--- config.mk ---
export PLATFORM = sky130hd
export DESIGN_NAME = enter_cmd_capture_flat
export DESIGN_NICKNAME = d
export VERILOG_FILES = /design/src/rtl/enter_cmd_capture_if.sv /design/src/rtl/enter_cmd_capture.sv /design/src/flat_wrapper.sv
export SDC_FILE = /design/constraint.sdc
export NUM_CORES = 1
export LEC_CHECK = 0
export BUFFER_PORTS_ARGS = -buffer_cell sky130_fd_sc_hd__buf_2
export CORE_MARGIN = 10
export CORE_UTILIZATION = 45
export CTS_CLUSTER_DIAMETER = 200
export DETAILED_ROUTE_END_ITERATION = 6
export PLACE_DENSITY = 0.67
export SKIP_CTS_REPAIR_TIMING = 1
export SYNTH_ARGS = -nofsm -noshare
export SYNTH_HDL_FRONTEND = slang
export SYNTH_SLANG_ARGS = --single-unit
--- constraint.sdc ---
create_clock -name clk -period 2.05 [get_ports clk]
set_clock_uncertainty 0.2 [all_clocks]
set_input_delay 0.41 -clock clk [delete_from_list [all_inputs] [get_ports clk]]
set_output_delay 0.41 -clock clk [all_outputs]
set_load 0.1 [all_outputs]
--- src/rtl/enter_cmd_capture_if.sv ---
// ============================================================================
// Module   : enter_cmd_capture_if
// Purpose  : valid/ready command channel from the enter-capture block to the
//            processor control path (master = command source).
// Revision : 1.0 - initial release
// ============================================================================
`default_nettype none

interface enter_cmd_capture_if #(
  parameter int N_ACOES = 6
);
  logic               cmd_valid;
  logic               cmd_ready;
  logic [N_ACOES-1:0] cmd_acoes;

  modport master (
    output cmd_valid,
    output cmd_acoes,
    input  cmd_ready
  );

  modport slave (
    input  cmd_valid,
    input  cmd_acoes,
    output cmd_ready
  );
endinterface

`default_nettype wire

--- src/rtl/enter_cmd_capture.sv ---
// ============================================================================
// Module   : enter_cmd_capture
// Purpose  : debounces the synchronized enter button and issues exactly one
//            captured action-switch command per physical press.
// Options  : define CMD_COUNT_EN to add the 16-bit accepted-command counter.
// Revision : 1.0 - initial release
// ============================================================================
`default_nettype none

module enter_cmd_capture #(
  parameter int DEBOUNCE_CYCLES = 50000,
  parameter int N_ACOES         = 6
) (
  input  logic                clk,
  input  logic                reset,
  input  logic                enter_sync,
  input  logic                acoes_sync [0:N_ACOES-1],
  enter_cmd_capture_if.master cmd,
  output logic                busy
`ifdef CMD_COUNT_EN
  ,
  output logic [15:0]         cmd_count
`endif
);

  localparam int c_CNT_W = $clog2(DEBOUNCE_CYCLES);

  // The sample that enters a debounce state is stable cycle 1, so the counter
  // only has to reach DEBOUNCE_CYCLES-2 on the edge of the final sample.
  localparam logic [c_CNT_W-1:0] c_DB_LAST = c_CNT_W'(DEBOUNCE_CYCLES - 2);

  localparam logic [2:0] c_ST_IDLE       = 3'd0;
  localparam logic [2:0] c_ST_PRESS_DB   = 3'd1;
  localparam logic [2:0] c_ST_ISSUE      = 3'd2;
  localparam logic [2:0] c_ST_HOLD       = 3'd3;
  localparam logic [2:0] c_ST_RELEASE_DB = 3'd4;

  logic [2:0]         r_state;
  logic [2:0]         w_state_nxt;
  logic [c_CNT_W-1:0] r_db_cnt;
  logic [N_ACOES-1:0] r_acoes;
  logic [N_ACOES-1:0] w_acoes_packed;
  logic               w_cmd_valid;
  logic               w_busy;
  logic               w_xfer;
  logic               w_db_done;
  logic               w_capture;

  for (genvar gi = 0; gi < N_ACOES; gi++) begin : g_pack_acoes
    assign w_acoes_packed[gi] = acoes_sync[gi];
  end

  assign w_xfer    = w_cmd_valid & cmd.cmd_ready;
  assign w_db_done = (r_db_cnt == c_DB_LAST);
  assign w_capture = (r_state == c_ST_PRESS_DB) && (w_state_nxt == c_ST_ISSUE);

  // State register
  always_ff @(posedge clk or posedge reset) begin
    if (reset) begin
      r_state <= c_ST_IDLE;
    end else begin
      r_state <= w_state_nxt;
    end
  end

  // Next-state logic
  always_comb begin
    w_state_nxt = r_state;
    case (r_state)
      c_ST_IDLE: begin
        if (enter_sync) w_state_nxt = c_ST_PRESS_DB;
      end
      c_ST_PRESS_DB: begin
        if (!enter_sync)    w_state_nxt = c_ST_IDLE;
        else if (w_db_done) w_state_nxt = c_ST_ISSUE;
      end
      c_ST_ISSUE: begin
        // Enter may be released here; the command still waits for its transfer.
        if (w_xfer) w_state_nxt = c_ST_HOLD;
      end
      c_ST_HOLD: begin
        if (!enter_sync) w_state_nxt = c_ST_RELEASE_DB;
      end
      c_ST_RELEASE_DB: begin
        if (enter_sync)     w_state_nxt = c_ST_HOLD;
        else if (w_db_done) w_state_nxt = c_ST_IDLE;
      end
      default: w_state_nxt = c_ST_IDLE;
    endcase
  end

  // Output logic
  always_comb begin
    w_cmd_valid = 1'b0;
    w_busy      = 1'b1;
    case (r_state)
      c_ST_IDLE:  w_busy      = 1'b0;
      c_ST_ISSUE: w_cmd_valid = 1'b1;
      default:    ;
    endcase
  end

  // Debounce counter restarts on every state change and only runs while a
  // debounce state is being held.
  always_ff @(posedge clk or posedge reset) begin
    if (reset) begin
      r_db_cnt <= '0;
    end else if (w_state_nxt != r_state) begin
      r_db_cnt <= '0;
    end else if ((r_state == c_ST_PRESS_DB) || (r_state == c_ST_RELEASE_DB)) begin
      r_db_cnt <= r_db_cnt + c_CNT_W'(1);
    end
  end

  // Captured command is frozen until the next confirmed press.
  always_ff @(posedge clk or posedge reset) begin
    if (reset) begin
      r_acoes <= '0;
    end else if (w_capture) begin
      r_acoes <= w_acoes_packed;
    end
  end

`ifdef CMD_COUNT_EN
  logic [15:0] r_cmd_count;

  always_ff @(posedge clk or posedge reset) begin
    if (reset) begin
      r_cmd_count <= '0;
    end else if (w_xfer) begin
      r_cmd_count <= r_cmd_count + 16'd1;
    end
  end

  assign cmd_count = r_cmd_count;
`endif

  assign cmd.cmd_valid = w_cmd_valid;
  assign cmd.cmd_acoes = r_acoes;
  assign busy          = w_busy;

endmodule

`default_nettype wire

--- src/flat_wrapper.sv ---
// flat-port wrapper written by rule: the top's interface ports become plain ports
module enter_cmd_capture_flat 
#(
  parameter int DEBOUNCE_CYCLES = 50000,
  parameter int N_ACOES         = 6
)
  (clk, reset, enter_sync, acoes_sync, busy, cmd_cmd_valid, cmd_cmd_acoes, cmd_cmd_ready);
  enter_cmd_capture_if #(.N_ACOES(N_ACOES)) cmd_i ();
  input  logic clk;
  input  logic reset;
  input  logic enter_sync;
  input  logic acoes_sync[0:N_ACOES-1];
  output logic busy;
  output wire logic [$bits(cmd_i.cmd_valid)-1:0] cmd_cmd_valid;
  output wire logic [$bits(cmd_i.cmd_acoes)-1:0] cmd_cmd_acoes;
  input wire logic [$bits(cmd_i.cmd_ready)-1:0] cmd_cmd_ready;
  assign cmd_cmd_valid = cmd_i.cmd_valid;
  assign cmd_cmd_acoes = cmd_i.cmd_acoes;
  assign cmd_i.cmd_ready = cmd_cmd_ready;
  enter_cmd_capture #(.DEBOUNCE_CYCLES(DEBOUNCE_CYCLES), .N_ACOES(N_ACOES)) u_core (.clk(clk), .reset(reset), .enter_sync(enter_sync), .acoes_sync(acoes_sync), .cmd(cmd_i), .busy(busy));
endmodule
==> impl_metrics.tcl <==
set metrics [dict create \
    avgSynthCellArea_um2 9.62 \
    ys_seq_area_share_pct 46.5 \
    drc 0 \
    synth-compound-area-share_pct 12.0 \
    arrival_ns 2.04 \
    multi_input_area_um2 731 \
    drtPass1Iterations 4 \
    area_growth_pct 27.5 \
    die_area_mm2 0.00558 \
    synth-adder-area-share_pct 1.86 \
    synth_flop_cell "dfrtp_1" \
    globalplace.congestion 0.865 \
    fmax_mhz 503 \
    clk_latency_ns 0.33 \
    netlist_instances 140 \
    whs_ns 0.0720 \
    cts_tree "done" \
    drive_above_1_share_pct 30.1 \
    grt-ovfl-total 0 \
    antennaDiodeCount 0 \
    critPathCaptureType "flip-flop" \
    fin_crit_ns 1.99 \
    p_leak_nw 0.726 \
    finalMaxSlewViolations 0 \
    h-tree-depth 1 \
    finalSetupViolCount 0 \
    synth_top_family_by_area "simple AND/OR/NAND/NOR gates" \
    die_w_um 74.7 \
    hold_path_class "input pin to flip-flop" \
    final_util_pct 61.2 \
    synth_nets 152 \
    worstPathMaxFanout 10 \
    dp_hpwl_um 2400 \
    synthArstFlopShare_pct 100 \
    grt_pass1_wl_um 5370 \
    maxCapViolations 0 \
    crit_type "flip-flop to flip-flop" \
    clkSinkCount 25 \
    grt_setup_unrepaired "true" \
    mostFrequentLayoutCells "22 x dfrtp_1, 19 x buf_4, 15 x buf_2, 12 x nor2_1, 11 x a21oi_1" \
    worst_pin_slew_ns 0.489 \
    die_y_um 74.7 \
    seqCellArea_um2 629 \
    timing.final.crit_share_pct 96.9 \
    grt.total_usage_pct 12.4 \
    synthTopCellsByArea "dfrtp_1 46%, xnor2_1 5.2%, mux2_1 5.0%, a21oi_1 4.1%, nor2_1 3.9%" \
    irDropWorstVdd_uv 898 \
    ys_ff_latch 25 \
    drtIter0Drc 69 \
    final_hold_viol_count 0 \
    status "complete, no violations" \
    cts_buffers 3 \
    antenna_found_initial 0 \
    wirelength_um 3220 \
    nets 186 \
    synth-xor-area-share_pct 5.20 \
    maxSlewHeadroom_pct 67.6 \
    layout.cells.most_common "dfrtp_1" \
    port_buffers 17 \
    io_pins 18 \
    vias 1224 \
    clockBufferDepth 2 \
    routed_via_density 6.00 \
    grt_pass1_vias 1172 \
    fillerInstances 240 \
    core-area_mm2 0.00281 \
    yosys_warnings 0 \
    muxShareOfSynthArea_pct 5.02 \
    rows 19 \
    grt_max_degree 26 \
    powerDensity_mw_per_mm2 962 \
    clk_pin_slew_ns 0.15 \
    syn_area_mm2 0.00135 \
    ys_types 31 \
    cp-start-kind "flip-flop" \
    synth_edf_count 0 \
    yosys.area.top_type "dfrtp_1" \
    ant_nets 0 \
    yosys.area_share.simple_pct 25.2 \
    start_util_pct 48.0 \
    wl_per_cell_um 15.8 \
    final.setup.tns_ns 0 \
    worst_ep_required_time_ns 2.10 \
    cts-root-buf "clkbuf_4" \
    netlist.area_leader.share_pct 46.5 \
]
-- worst paths after layout --
path                                                     start                                   to  slack [ns]  depth (start not counted)
setup / recovery                   u_core.r_state[2]$_DFF_PP0_      u_core.r_db_cnt[14]$_DFFE_PP0P_        0.06                          5
hold / removal                                   acoes_sync[0]  u_core.cmd.cmd_acoes[5]$_DFFE_PP0P_        0.07                          2
setup reg to reg                   u_core.r_state[2]$_DFF_PP0_      u_core.r_db_cnt[14]$_DFFE_PP0P_        0.06                          5
hold reg to reg            u_core.cmd.cmd_acoes[2]$_DFFE_PP0P_  u_core.cmd.cmd_acoes[2]$_DFFE_PP0P_        0.30                          1
max in group asynchronous                                reset          u_core.r_state[0]$_DFF_PP0_        0.93                          4
min in group asynchronous                                reset      u_core.r_db_cnt[15]$_DFFE_PP0P_        0.44                          4
-- kinds of logic (layout without fill, tap and decap cells) --
group                    count (synthesis)  count (layout)
AND/OR/NAND/NOR                         58              58
buffers and inverters                   14              47
XOR/XNOR                                 8               8
multiplexers                             6               6
flip-flops                              25              25
adder cells (fa/ha/maj)                  2               2
AO/OA/AOI/OAI                           27              27
-- worst max-delay path, cell delays in order, from the launching register on --
cell and delay [ns]:
dfrtp_1 0.40, buf_4 0.15, xnor2_4 0.12, or3_4 0.38, or4_1 0.52, a21oi_1 0.16
-- power by group --
group	internal [mW]	switching [mW]
Combinational	0.349	0.509
Sequential	0.534	0.0305
Clock	0.0732	0.157
-- sequential cells by signal (all words and copies together), names as in the netlist --
signal and flops:
u_core.cmd.cmd_acoes 6, u_core.r_db_cnt 16, u_core.r_state 3
-- cells in the mapped netlist, types with 5 or more instances --
master,n
dfrtp_1,25
nor2_1,14
a21oi_1,11
xnor2_1,8
nand4_1,7
clkbuf_1,6
inv_1,6
mux2_1,6
nand3_1,6
o31ai_1,6
or3_1,5
or4_1,5
-- through the flow --
| step | setup WS [ns] | total power, mW | cells | area [µm²] |
|---|---|---|---|---|
| 2_1_floorplan | -0.00929 | 1.11 | 140 | 1410 |
| 3_3_place_gp | 0.0270 | 1.37 | 198 | 1640 |
| 3_5_place_dp | -0.0299 | 1.39 | 198 | 1640 |
| 4_1_cts | -0.0627 | 1.61 | 202 | 1670 |
| 5_1_grt | -0.0640 | 1.75 | 204 | 1720 |
| 6_report | 0.0629 | 1.65 | 204 | 1720 |
-- cell type report --
type                    count  area share [%]
well taps                  31            2.26
inverters                   6            1.31
repair buffers             37            15.6
flip-flops and latches     25            36.7
clock inverters             1           0.292
multi-input cells         101            42.6
clock buffers               3            1.31
-- per-layer routing --
metal | up-vias | part of all wire [%] | track usage, %
met2 | 45 | 48 | 19.1
met5 | - | 0 | 0
met1 | 589 | 42 | 14.9
met4 | 0 | 2.6 | 7.98
li1 | 584 | - | -
met3 | 6 | 7.1 | 3.29
No activity file was read; power rests on OpenSTA's default activity.
